--- config.mk ---
export PLATFORM = sky130hd
export DESIGN_NAME = if_fetch_unit_flat
export DESIGN_NICKNAME = d
export VERILOG_FILES = /design/src/rtl/if_fetch_unit_if.sv /design/src/rtl/if_fetch_unit.sv /design/src/flat_wrapper.sv
export SDC_FILE = /design/constraint.sdc
export NUM_CORES = 1
export LEC_CHECK = 0
export BUFFER_PORTS_ARGS = -buffer_cell sky130_fd_sc_hd__buf_2
export CAP_MARGIN = 20
export CORE_MARGIN = 2
export CORE_UTILIZATION = 28
export CTS_CLUSTER_SIZE = 20
export DETAILED_ROUTE_END_ITERATION = 16
export GPL_ROUTABILITY_DRIVEN = 0
export SYNTH_ARGS = -nofsm -noshare
export SYNTH_HDL_FRONTEND = slang
export SYNTH_SLANG_ARGS = --single-unit
--- constraint.sdc ---
create_clock -name clk -period 2.9 [get_ports clk]
set_input_delay 0.29 -clock clk [delete_from_list [all_inputs] [get_ports clk]]
set_output_delay 0.29 -clock clk [all_outputs]
set_load 0.005 [all_outputs]
--- src/rtl/if_fetch_unit_if.sv ---
// Instruction-memory fetch port: the fetch unit is the master, instruction memory the slave.
// Handshake: the master raises imem_req_out with a word address and holds both steady until
// imem_ack_in is sampled high; imem_data_in is valid in exactly that cycle (req && ack).
interface if_fetch_unit_if;
    logic        imem_req_out;
    logic [31:0] imem_addr_out;
    logic        imem_ack_in;
    logic [31:0] imem_data_in;

    modport master (
        output imem_req_out,
        output imem_addr_out,
        input  imem_ack_in,
        input  imem_data_in
    );

    modport slave (
        input  imem_req_out,
        input  imem_addr_out,
        output imem_ack_in,
        output imem_data_in
    );
endinterface

--- src/rtl/if_fetch_unit.sv ---
// Instruction fetch stage: owns the PC, fetches words over the imem handshake and feeds IF_ID
// from a 2-entry {instruction, pc+4} buffer; redirects flush the buffer and restart fetch.
module if_fetch_unit #(
    parameter logic [31:0] RESET_PC = 32'h0000_0000
) (
    input  logic                  clk,
    input  logic                  reset_in,
    if_fetch_unit_if.master       imem,
    input  logic                  redirect_in,
    input  logic [31:0]           redirect_pc_in,
    input  logic                  stall_in,
    output logic                  valid_out,
    output logic [31:0]           Instruction_out,
    output logic [31:0]           PC_Counter_out,
    output logic [1:0]            state_dbg
);

    typedef enum logic [1:0] {
        ST_IDLE = 2'd0,
        ST_WAIT = 2'd1,
        ST_DROP = 2'd2
    } state_t;

    state_t      state_q, state_n;
    logic [31:0] pc_q, pc_n;
    logic        req_q, req_n;
    logic [31:0] addr_q, addr_n;

    // Buffer is kept in order: slot 0 is always the head.
    logic        v0_q, v1_q, v0_n, v1_n;
    logic [31:0] instr0_q, instr1_q, instr0_n, instr1_n;
    logic [31:0] pc4_0_q, pc4_1_q, pc4_0_n, pc4_1_n;

    logic        ack;
    logic        pop;
    logic        push;
    logic        flush;
    logic [1:0]  count;
    logic [1:0]  count_pop;
    logic [31:0] pc_plus4;
    logic [31:0] target_pc;
    logic        rem0_v, rem1_v;
    logic [31:0] rem0_instr, rem0_pc4;
    logic        unused_low_bits;

    assign ack             = req_q & imem.imem_ack_in;
    assign pop             = v0_q & ~stall_in;
    assign pc_plus4        = pc_q + 32'd4;
    assign target_pc       = {redirect_pc_in[31:2], 2'b00};
    assign count           = {1'b0, v0_q} + {1'b0, v1_q};
    assign count_pop       = count - {1'b0, pop};
    assign unused_low_bits = ^redirect_pc_in[1:0];

    always_comb begin
        state_n = state_q;
        pc_n    = pc_q;
        req_n   = req_q;
        addr_n  = addr_q;
        push    = 1'b0;
        flush   = 1'b0;
        case (state_q)
            ST_IDLE: begin
                if (redirect_in) begin
                    flush   = 1'b1;
                    pc_n    = target_pc;
                    state_n = ST_WAIT;
                    req_n   = 1'b1;
                    addr_n  = target_pc;
                end else if (count_pop < 2'd2) begin
                    state_n = ST_WAIT;
                    req_n   = 1'b1;
                    addr_n  = pc_q;
                end
            end
            ST_WAIT: begin
                if (redirect_in) begin
                    flush = 1'b1;
                    pc_n  = target_pc;
                    if (ack) begin
                        addr_n = target_pc;
                    end else begin
                        state_n = ST_DROP;
                    end
                end else if (ack) begin
                    push = 1'b1;
                    pc_n = pc_plus4;
                    // After this push the buffer holds count_pop + 1 entries.
                    if (count_pop == 2'd0) begin
                        addr_n = pc_plus4;
                    end else begin
                        state_n = ST_IDLE;
                        req_n   = 1'b0;
                    end
                end
            end
            ST_DROP: begin
                if (redirect_in) begin
                    flush = 1'b1;
                    pc_n  = target_pc;
                end
                // The stale request completes here; its data is thrown away.
                if (ack) begin
                    state_n = ST_WAIT;
                    addr_n  = redirect_in ? target_pc : pc_q;
                end
            end
            default: begin
                state_n = ST_IDLE;
                req_n   = 1'b0;
            end
        endcase
    end

    always_comb begin
        rem0_v     = pop ? v1_q : v0_q;
        rem0_instr = pop ? instr1_q : instr0_q;
        rem0_pc4   = pop ? pc4_1_q : pc4_0_q;
        rem1_v     = pop ? 1'b0 : v1_q;
        v0_n       = rem0_v;
        v1_n       = rem1_v;
        instr0_n   = rem0_instr;
        pc4_0_n    = rem0_pc4;
        instr1_n   = instr1_q;
        pc4_1_n    = pc4_1_q;
        if (flush) begin
            v0_n = 1'b0;
            v1_n = 1'b0;
        end else if (push) begin
            if (!rem0_v) begin
                v0_n     = 1'b1;
                instr0_n = imem.imem_data_in;
                pc4_0_n  = pc_plus4;
            end else begin
                v1_n     = 1'b1;
                instr1_n = imem.imem_data_in;
                pc4_1_n  = pc_plus4;
            end
        end
    end

    always_ff @(posedge clk or negedge reset_in) begin
        if (!reset_in) begin
            state_q  <= ST_IDLE;
            pc_q     <= RESET_PC;
            req_q    <= 1'b0;
            addr_q   <= RESET_PC;
            v0_q     <= 1'b0;
            v1_q     <= 1'b0;
            instr0_q <= 32'h0;
            instr1_q <= 32'h0;
            pc4_0_q  <= 32'h0;
            pc4_1_q  <= 32'h0;
        end else begin
            state_q  <= state_n;
            pc_q     <= pc_n;
            req_q    <= req_n;
            addr_q   <= addr_n;
            v0_q     <= v0_n;
            v1_q     <= v1_n;
            instr0_q <= instr0_n;
            instr1_q <= instr1_n;
            pc4_0_q  <= pc4_0_n;
            pc4_1_q  <= pc4_1_n;
        end
    end

    assign imem.imem_req_out  = req_q;
    assign imem.imem_addr_out = addr_q;
    assign valid_out          = v0_q;
    assign Instruction_out    = instr0_q;
    assign PC_Counter_out     = pc4_0_q;
    assign state_dbg          = state_q;

endmodule

--- src/flat_wrapper.sv ---
// flat-port wrapper written by rule: the top's interface ports become plain ports
module if_fetch_unit_flat 
#(
    parameter logic [31:0] RESET_PC = 32'h0000_0000
)
  (clk, reset_in, redirect_in, redirect_pc_in, stall_in, valid_out, Instruction_out, PC_Counter_out, state_dbg, imem_imem_req_out, imem_imem_addr_out, imem_imem_ack_in, imem_imem_data_in);
  if_fetch_unit_if imem_i ();
  input  logic clk;
  input  logic reset_in;
  input  logic redirect_in;
  input  logic [31:0] redirect_pc_in;
  input  logic stall_in;
  output logic valid_out;
  output logic [31:0] Instruction_out;
  output logic [31:0] PC_Counter_out;
  output logic [1:0] state_dbg;
  output wire logic [$bits(imem_i.imem_req_out)-1:0] imem_imem_req_out;
  output wire logic [$bits(imem_i.imem_addr_out)-1:0] imem_imem_addr_out;
  input wire logic [$bits(imem_i.imem_ack_in)-1:0] imem_imem_ack_in;
  input wire logic [$bits(imem_i.imem_data_in)-1:0] imem_imem_data_in;
  assign imem_imem_req_out = imem_i.imem_req_out;
  assign imem_imem_addr_out = imem_i.imem_addr_out;
  assign imem_i.imem_ack_in = imem_imem_ack_in;
  assign imem_i.imem_data_in = imem_imem_data_in;
  if_fetch_unit #(.RESET_PC(RESET_PC)) u_core (.clk(clk), .reset_in(reset_in), .imem(imem_i), .redirect_in(redirect_in), .redirect_pc_in(redirect_pc_in), .stall_in(stall_in), .valid_out(valid_out), .Instruction_out(Instruction_out), .PC_Counter_out(PC_Counter_out), .state_dbg(state_dbg));
endmodule
==> flow_summary.yaml, run 1 <==
outcome:
  status: "complete, no violations"
power_and_ir_drop:
  power_switching_w: 0.00494
  power_frac_seq_pct: 41.3
  clkPwrFrac_pct: 19.2
  power.leakage_nw: 5.70
  ir_worst_vdd_v: 0.000403
  swShare_pct: 40.2
  powerDensity_nw_per_um2: 1020
  p_int_w: 0.00735
  pwr-share-comb_pct: 39.5
detailed_routing:
  finalWirelength_um: 29800
  vias: 8559
  antenna_left: 0
  viasPerCell: 4.96
  detail_route.wl_per_cell_um: 17.3
  first_pass_iters: 7
  drt_iter0_drc: 741
  drc: 0
min_path:
  hp-class: "input pin to register"
yosys:
  synth_area_per_cell_sq_um: 8.98
  yosysWarningCount: 0
  synth_edf_count: 0
  synth_cell_types: 60
  async_flop_share_pct: 100
  synth_nets: 1188
  synthFlopType: "dfrtp_1"
  synth.yosys.seq_area_share_pct: 49.2
  syn_inst: 1117
  synth-seq-cells: 197
  netlist_area_sq_um: 10000
cells_and_area:
  drive_above_1_share_pct: 21.7
  nNetsFinal: 1322
  synthToLayoutAreaGrowth_pct: 20.2
global_routing:
  grt.overflow.total: 0
  grt_pass1_wl_um: 47200
  grt_max_degree: 85
  grt_pass1_vias: 8113
  antenna_found_initial: 1
  track_usage_pct: 15.9
sta:
  finalCritPeriodShare_pct: 84.1
  finalWorstSetupSlack_ps: 462
  drv_slew: 0
  finalCriticalPeriod_ps: 2440
  fin_setup_tns_ps: 0
  fmax_mhz: 410
  hold_viol: 0
  finClkSkew_ps: 15.3
  worst_pin_slew_ps: 770
  rsz0062_at_grt: "no"
  hold-worst-slack_ps: 62.7
  setup_violations: 0
  maxSlewHeadroom_pct: 48.6
die:
  rows: 69
  pin_count: 169
  die-width_um: 193
  die_area_sq_um: 37300
  initial_utilization_pct: 28.3
  die_h_um: 193
  core_sq_um: 35400
setup_path:
  worstSetupPathType: "register to register"
  slowest_stage: "dfrtp_1"
  worstSetupEndpointType: "register"
  crit_fanout: 12
  critPathRequiredTime_ps: 3190
  max_stage_delay_ps: 470
  crit_chain: "ha_1 > nand3_1 > nor3_2 > buf_4 > nand4_1 > xor2_1 > o21ai_0"
  crit_path_start_kind: "register"
  worstPathArrival_ps: 2730
placement:
  pre_cts_slack_ps: 548
  io_buffer_count: 166
  hpwl_um: 20900
clock_tree:
  htree_levels: 4
  clockBufferDepth: 2
  cts_buffers: 17
  clk_latency_ps: 440
  root_buffer: "clkbuf_16"
  cts_tree: "done"
  cts_setup_buffers: 0
  cts_sinks: 197
  clk_pin_slew_ps: 70
run:
  drv_cap: 0
## critical path: cells and delay by family, from the launching register on
kind                       cells  cell delay (ps)
and+or+nand+nor                3              760
DFF                            1              470
xor gates and xnor gates       1              360
adders and majority gates      1              320
buffers and inverters          1              250
AOI/OAI and AO/OA              1              140
## logic make-up after synthesis
group                    count (synthesis)  share of synthesized area (%)
AO/OA/AOI/OAI                          244                           14.4
XOR/XNOR                                50                           4.37
adder cells (fa/ha/maj)                  2                          0.249
buffers and inverters                  103                           4.13
flip-flops                             197                           49.2
multiplexers                            80                           8.27
AND/OR/NAND/NOR                        441                           19.4
## power groups by stage
| stage | combinational, W | sequential (W) | clock, W |
|---|---|---|---|
| 2_1_floorplan | 0.00326 | 0.00472 | 0 |
| 3_3_place_gp | 0.00481 | 0.00506 | 0 |
| 3_5_place_dp | 0.00488 | 0.00514 | 0 |
| 4_1_cts | 0.00491 | 0.00508 | 0.00244 |
| 5_1_grt | 0.00541 | 0.00525 | 0.00255 |
| 6_report | 0.00485 | 0.00507 | 0.00236 |
## layer usage
layer / vias to the layer above / track usage [%] / share of wire (%)
met5: - / 0 / 0
met4: 0 / 4.35 / 1.7
met3: 34 / 3.38 / 6.3
met2: 275 / 23.8 / 45
met1: 4112 / 23.1 / 47
li1: 4138 / - / -
## worst paths after layout
kind | from | to | slack (ps) | depth (start not counted)
min in group asynchronous | reset_in | u_core.instr1_q[13] | 410 | 2
worst min register to register | u_core.instr1_q[25] | u_core.instr1_q[25] | 480 | 2
max in group asynchronous | reset_in | u_core.instr1_q[28] | 1540 | 3
worst min-delay path | imem_imem_data_in[28] | u_core.instr1_q[28] | 60 | 3
worst max register to register | u_core.pc_q[3] | u_core.PC_Counter_out[24] | 460 | 7
worst max-delay path | u_core.pc_q[3] | u_core.PC_Counter_out[24] | 460 | 7
## Yosys cell counts (3+ instances only)
cell      count  area [sq um]
xnor2_1      26           228
mux2_2       23           259
o31ai_1       6          45.0
o221ai_1      5          43.8
nand2_1     216           811
o22ai_1       7          43.8
a211oi_1      6          45.0
nor2b_1       3          18.8
clkbuf_1     58           218
dfrtp_1     197          4930
nor4_1        9          56.3
buf_2        15          75.1
mux2i_1      57           571
nand4_1      22           138
and4_1        5          43.8
a21oi_1     110           551
nand2b_1     13          81.3
o21a_1        4          30.0
a221o_1       4          40.0
inv_1        10          37.5
and3_1        6          37.5
o211ai_1      3          22.5
nor2_1      107           402
a32oi_1       4          35.0
o32ai_1       3          26.3
buf_1        18          67.6
o21ai_0      60           300
o22a_1        7          61.3
and2_1        6          37.5
nand3_1      20           100
or3_1         3          18.8
xor2_1       24           210
a31oi_1       5          31.3
nor3_1       21           105
## layout make-up
| class | instances | area [sq um] |
|---|---|---|
| Antenna cell | 1 | 2.50 |
| Clock buffer | 17 | 425 |
| Clock inverter | 15 | 145 |
| Fill cell | 3718 | 23300 |
| Inverter | 10 | 37.5 |
| Multi-Input combinational cell | 817 | 4710 |
| Sequential cell | 197 | 4930 |
| Tap cell | 461 | 577 |
| Timing Repair Buffer | 208 | 1230 |
## sequential cells by signal, indices dropped and copies added (netlist names)
signal                     flops
u_core.Instruction_out        32
u_core.PC_Counter_out         32
u_core.imem.imem_addr_out     32
u_core.imem.imem_req_out       1
u_core.instr1_q               32
u_core.pc4_1_q                32
u_core.pc_q                   32
u_core.state_dbg               2
u_core.v1_q                    1
u_core.valid_out               1
## timing repair
item                      4_1_cts  5_1_grt
hold endpoints to repair       59        0
hold buffers                    1        0
resized for setup               0        0
## per-stage QoR
step                      total power [W]  util (%)  instance area [sq um]  std cells
after floorplan                   0.00798         -                  10000       1117
after global placement            0.00987      32.4                  11500       1692
after detailed placement           0.0100      32.4                  11500       1692
after CTS                          0.0124      34.1                  12100       1725
after global routing               0.0132      34.1                  12100       1725
final                              0.0123      34.1                  12100       1726
## cells in the final DEF, fill, tap and decap left out, types with 24 or more instances in the layout
| cell type | instances |
|---|---|
| o21ai_0 | 60 |
| xor2_1 | 24 |
| a21oi_1 | 110 |
| mux2i_1 | 57 |
| nor2_1 | 107 |
| dfrtp_1 | 197 |
| xnor2_1 | 26 |
| nand2_1 | 215 |
| buf_4 | 35 |
| buf_2 | 165 |
(Power assumes the default switching activity.)
==> run 2: changes to the inputs <==
--- a/config.mk
+++ b/config.mk
@@ -5,6 +5,7 @@
 export SDC_FILE = /design/constraint.sdc
 export NUM_CORES = 1
 export LEC_CHECK = 0
+export ABC_AREA = 1
 export BUFFER_PORTS_ARGS = -buffer_cell sky130_fd_sc_hd__buf_2
 export CAP_MARGIN = 20
 export CORE_MARGIN = 2
==> constraint.sdc (replaced) <==
create_clock -name clk -period 2.49 [get_ports clk]
set_input_delay 0.249 -clock clk [delete_from_list [all_inputs] [get_ports clk]]
set_output_delay 0.249 -clock clk [all_outputs]
set_load 0.005 [all_outputs]
==> run 2 against run 1 <==
Against the previous run: sequential power rose by 2%; die area rose by 0.53%; area after synthesis rose by 0.54%; flip-flop and latch count did not move; largest cell class unchanged; hold slack got worse by 39 ps; wire length rose by 4.0%; total power rose by 10%; register-to-register slack barely moved; largest power group is now combinational logic.
==> flow_summary.yaml, run 2 <==
yosys:
  synth.yosys.seq_area_share_pct: 48.9
  synth_nets: 1387
  yosysTopAreaCell: "dfrtp_1"
  syn_inst: 1316
  netlist_area_sq_um: 10100
  synth-seq-cells: 197
  synthFlopType: "dfrtp_1"
  synth_area_per_cell_sq_um: 7.66
  async_flop_share_pct: 100
  yosysMostFrequentCell: "nand2_1"
  yosysWarningCount: 0
  synthTopCellsByCount: "nand2_1, dfrtp_1, nand3_1"
  synth_cell_types: 36
  synthTopCellsByArea: "dfrtp_1, nand2_1, nand3_1"
  yosys.area.top_type_share_pct: 48.9
  synth_edf_count: 0
setup_path:
  reg2regPathDepth: 11
  worstSetupPathType: "register to register"
  max_stage_delay_ps: 420
  crit_path_start_kind: "register"
  crit_fanout: 47
  worstSetupEndpointType: "register"
  critPathRequiredTime_ps: 2880
  crit_chain: "nand2_1 > inv_1 > ha_1 > o21ai_1 > nand2_1 > nor2_4 > inv_2 > buf_12 > a21oi_1 > nand2_1 > nand2_1"
  cp-startpoint: "u_core.valid_out"
  worstPathArrival_ps: 2430
  cpMostUsedCell: "nand2_1"
  r2r_setup_slack_ps: 450
  r2r_end: "u_core.imem.imem_addr_out[25]"
  r2r-start: "u_core.valid_out"
  slowest_stage: "dfrtp_2"
  endpoint: "u_core.imem.imem_addr_out[25]"
detailed_routing:
  drt_iter0_drc: 665
  finalWirelength_um: 31000
  first_pass_iters: 5
  drc: 0
  viasPerCell: 4.87
  antenna_left: 0
  detail_route.wl_per_cell_um: 16.1
  vias: 9367
placement:
  pre_cts_slack_ps: 450
  io_buffer_count: 166
  placed_area_sq_um: 11400
  hpwl_um: 21200
outcome:
  status: "complete, no violations"
sta:
  hold_viol: 0
  setup_violations: 0
  finalCriticalPeriod_ps: 2040
  finalCritPeriodShare_pct: 82.0
  drv_slew: 0
  worst_pin_slew_ps: 811
  finClkSkew_ps: 17.9
  fmax_mhz: 490
  hold-worst-slack_ps: 23.5
  maxSlewHeadroom_pct: 45.9
  rsz0062_at_grt: "no"
  finalWorstSetupSlack_ps: 449
  fin_setup_tns_ps: 0
power_and_ir_drop:
  ir_worst_vdd_v: 0.000715
  finalPower_w: 0.0135
  power.leakage_nw: 6.02
  powerDensity_nw_per_um2: 1130
die:
  core_sq_um: 35500
  die_h_um: 194
  rows: 69
  die_area_sq_um: 37500
  die-width_um: 194
  initial_utilization_pct: 28.4
  pin_count: 169
min_path:
  hp-class: "input pin to register"
clock_tree:
  cts_setup_buffers: 0
  cts_tree: "done"
  clk_latency_ps: 460
  htree_levels: 4
  root_buffer: "clkbuf_16"
  clk_pin_slew_ps: 80
  cts_buffers: 17
  clockBufferDepth: 2
  cts_sinks: 197
cells_and_area:
  drive_above_1_share_pct: 18.0
  synthToLayoutAreaGrowth_pct: 19.0
  final_common_cell: "nand2_1"
  num_antenna_cells: 0
  final_cell_mix: "nand2_1, dfrtp_1, buf_2"
  nNetsFinal: 1520
  fin_area_sq_um: 12000
global_routing:
  grt_max_degree: 77
  track_usage_pct: 16.6
  antenna_found_initial: 0
  grt_pass1_vias: 8985
  grt_pass1_wl_um: 50200
  grt.overflow.total: 0
run:
  drv_cap: 0
-- run 2: cell type report --
type / count / area [sq um]
clock buffers: 17 / 425
multi-input cells: 988 / 4570
flip-flops and latches: 197 / 4930
repair buffers: 193 / 1140
inverters: 52 / 196
clock inverters: 15 / 160
well taps: 461 / 577
fillers: 3775 / 23500
-- run 2: critical path: cells and delay by family, from the launching register on --
kind / cells / cell delay, ps
flops: 1 / 420
fa+ha+maj: 1 / 280
simple gates: 5 / 530
compound gates: 2 / 270
buf+inv: 3 / 460
-- run 2: worst min path at each step --
| stage | from | end | slack [ps] | cells past startpoint |
|---|---|---|---|---|
| 2_1_floorplan | reset_in | u_core.Instruction_out[0] | -50 | 0 |
| 3_5_place_dp | reset_in | u_core.Instruction_out[23] | 280 | 1 |
| 6_report | imem_imem_data_in[28] | u_core.instr1_q[28] | 20 | 3 |
| 5_1_grt | imem_imem_data_in[6] | u_core.instr1_q[6] | 10 | 3 |
| 4_1_cts | imem_imem_data_in[30] | u_core.instr1_q[30] | 2 | 3 |
| 3_3_place_gp | reset_in | u_core.instr1_q[23] | 270 | 1 |
-- run 2: cells by family (layout without fill, tap and decap cells) --
logic type	after synthesis	count (layout)	share of synthesized area [%]
and+or+nand+nor	756	756	30.8
AOI/OAI and AO/OA	213	213	12.4
DFF	197	197	48.9
buffers and inverters	131	277	5.88
xor gates and xnor gates	13	13	1.35
muxes	4	4	0.447
adders and majority gates	2	2	0.248
-- run 2: stage by stage --
| step | std cells | utilization, % |
|---|---|---|
| after floorplan | 1316 | - |
| after global placement | 1888 | 32.0 |
| after detailed placement | 1889 | 32.1 |
| after CTS | 1923 | 33.8 |
| after global routing | 1923 | 33.8 |
| final | 1923 | 33.8 |
-- run 2: metal layers --
metal | wire length, um | share of wire (%) | GRT usage (%) | up-vias
met4 | 561 | 1.8 | 4.95 | 0
met5 | 0 | 0 | 0 | -
li1 | - | - | - | 4580
met2 | 13000 | 42 | 24.4 | 356
met3 | 2050 | 6.6 | 3.30 | 35
met1 | 15400 | 50 | 24.5 | 4396
-- run 2: report_power, final --
group          leakage (nW)  internal (W)  switching [W]  total [W]
clock                 0.282       0.00143        0.00144    0.00287
sequential             2.49       0.00432       0.000864    0.00518
combinational          3.25       0.00205        0.00345    0.00550
-- run 2: timing repair --
| item | CTS | global route |
|---|---|---|
| gates resized for setup | 0 | 0 |
| endpoints found under the hold margin | 58 | 0 |
| hold buffers | 2 | 0 |
| endpoints found under the setup margin | 0 | 0 |
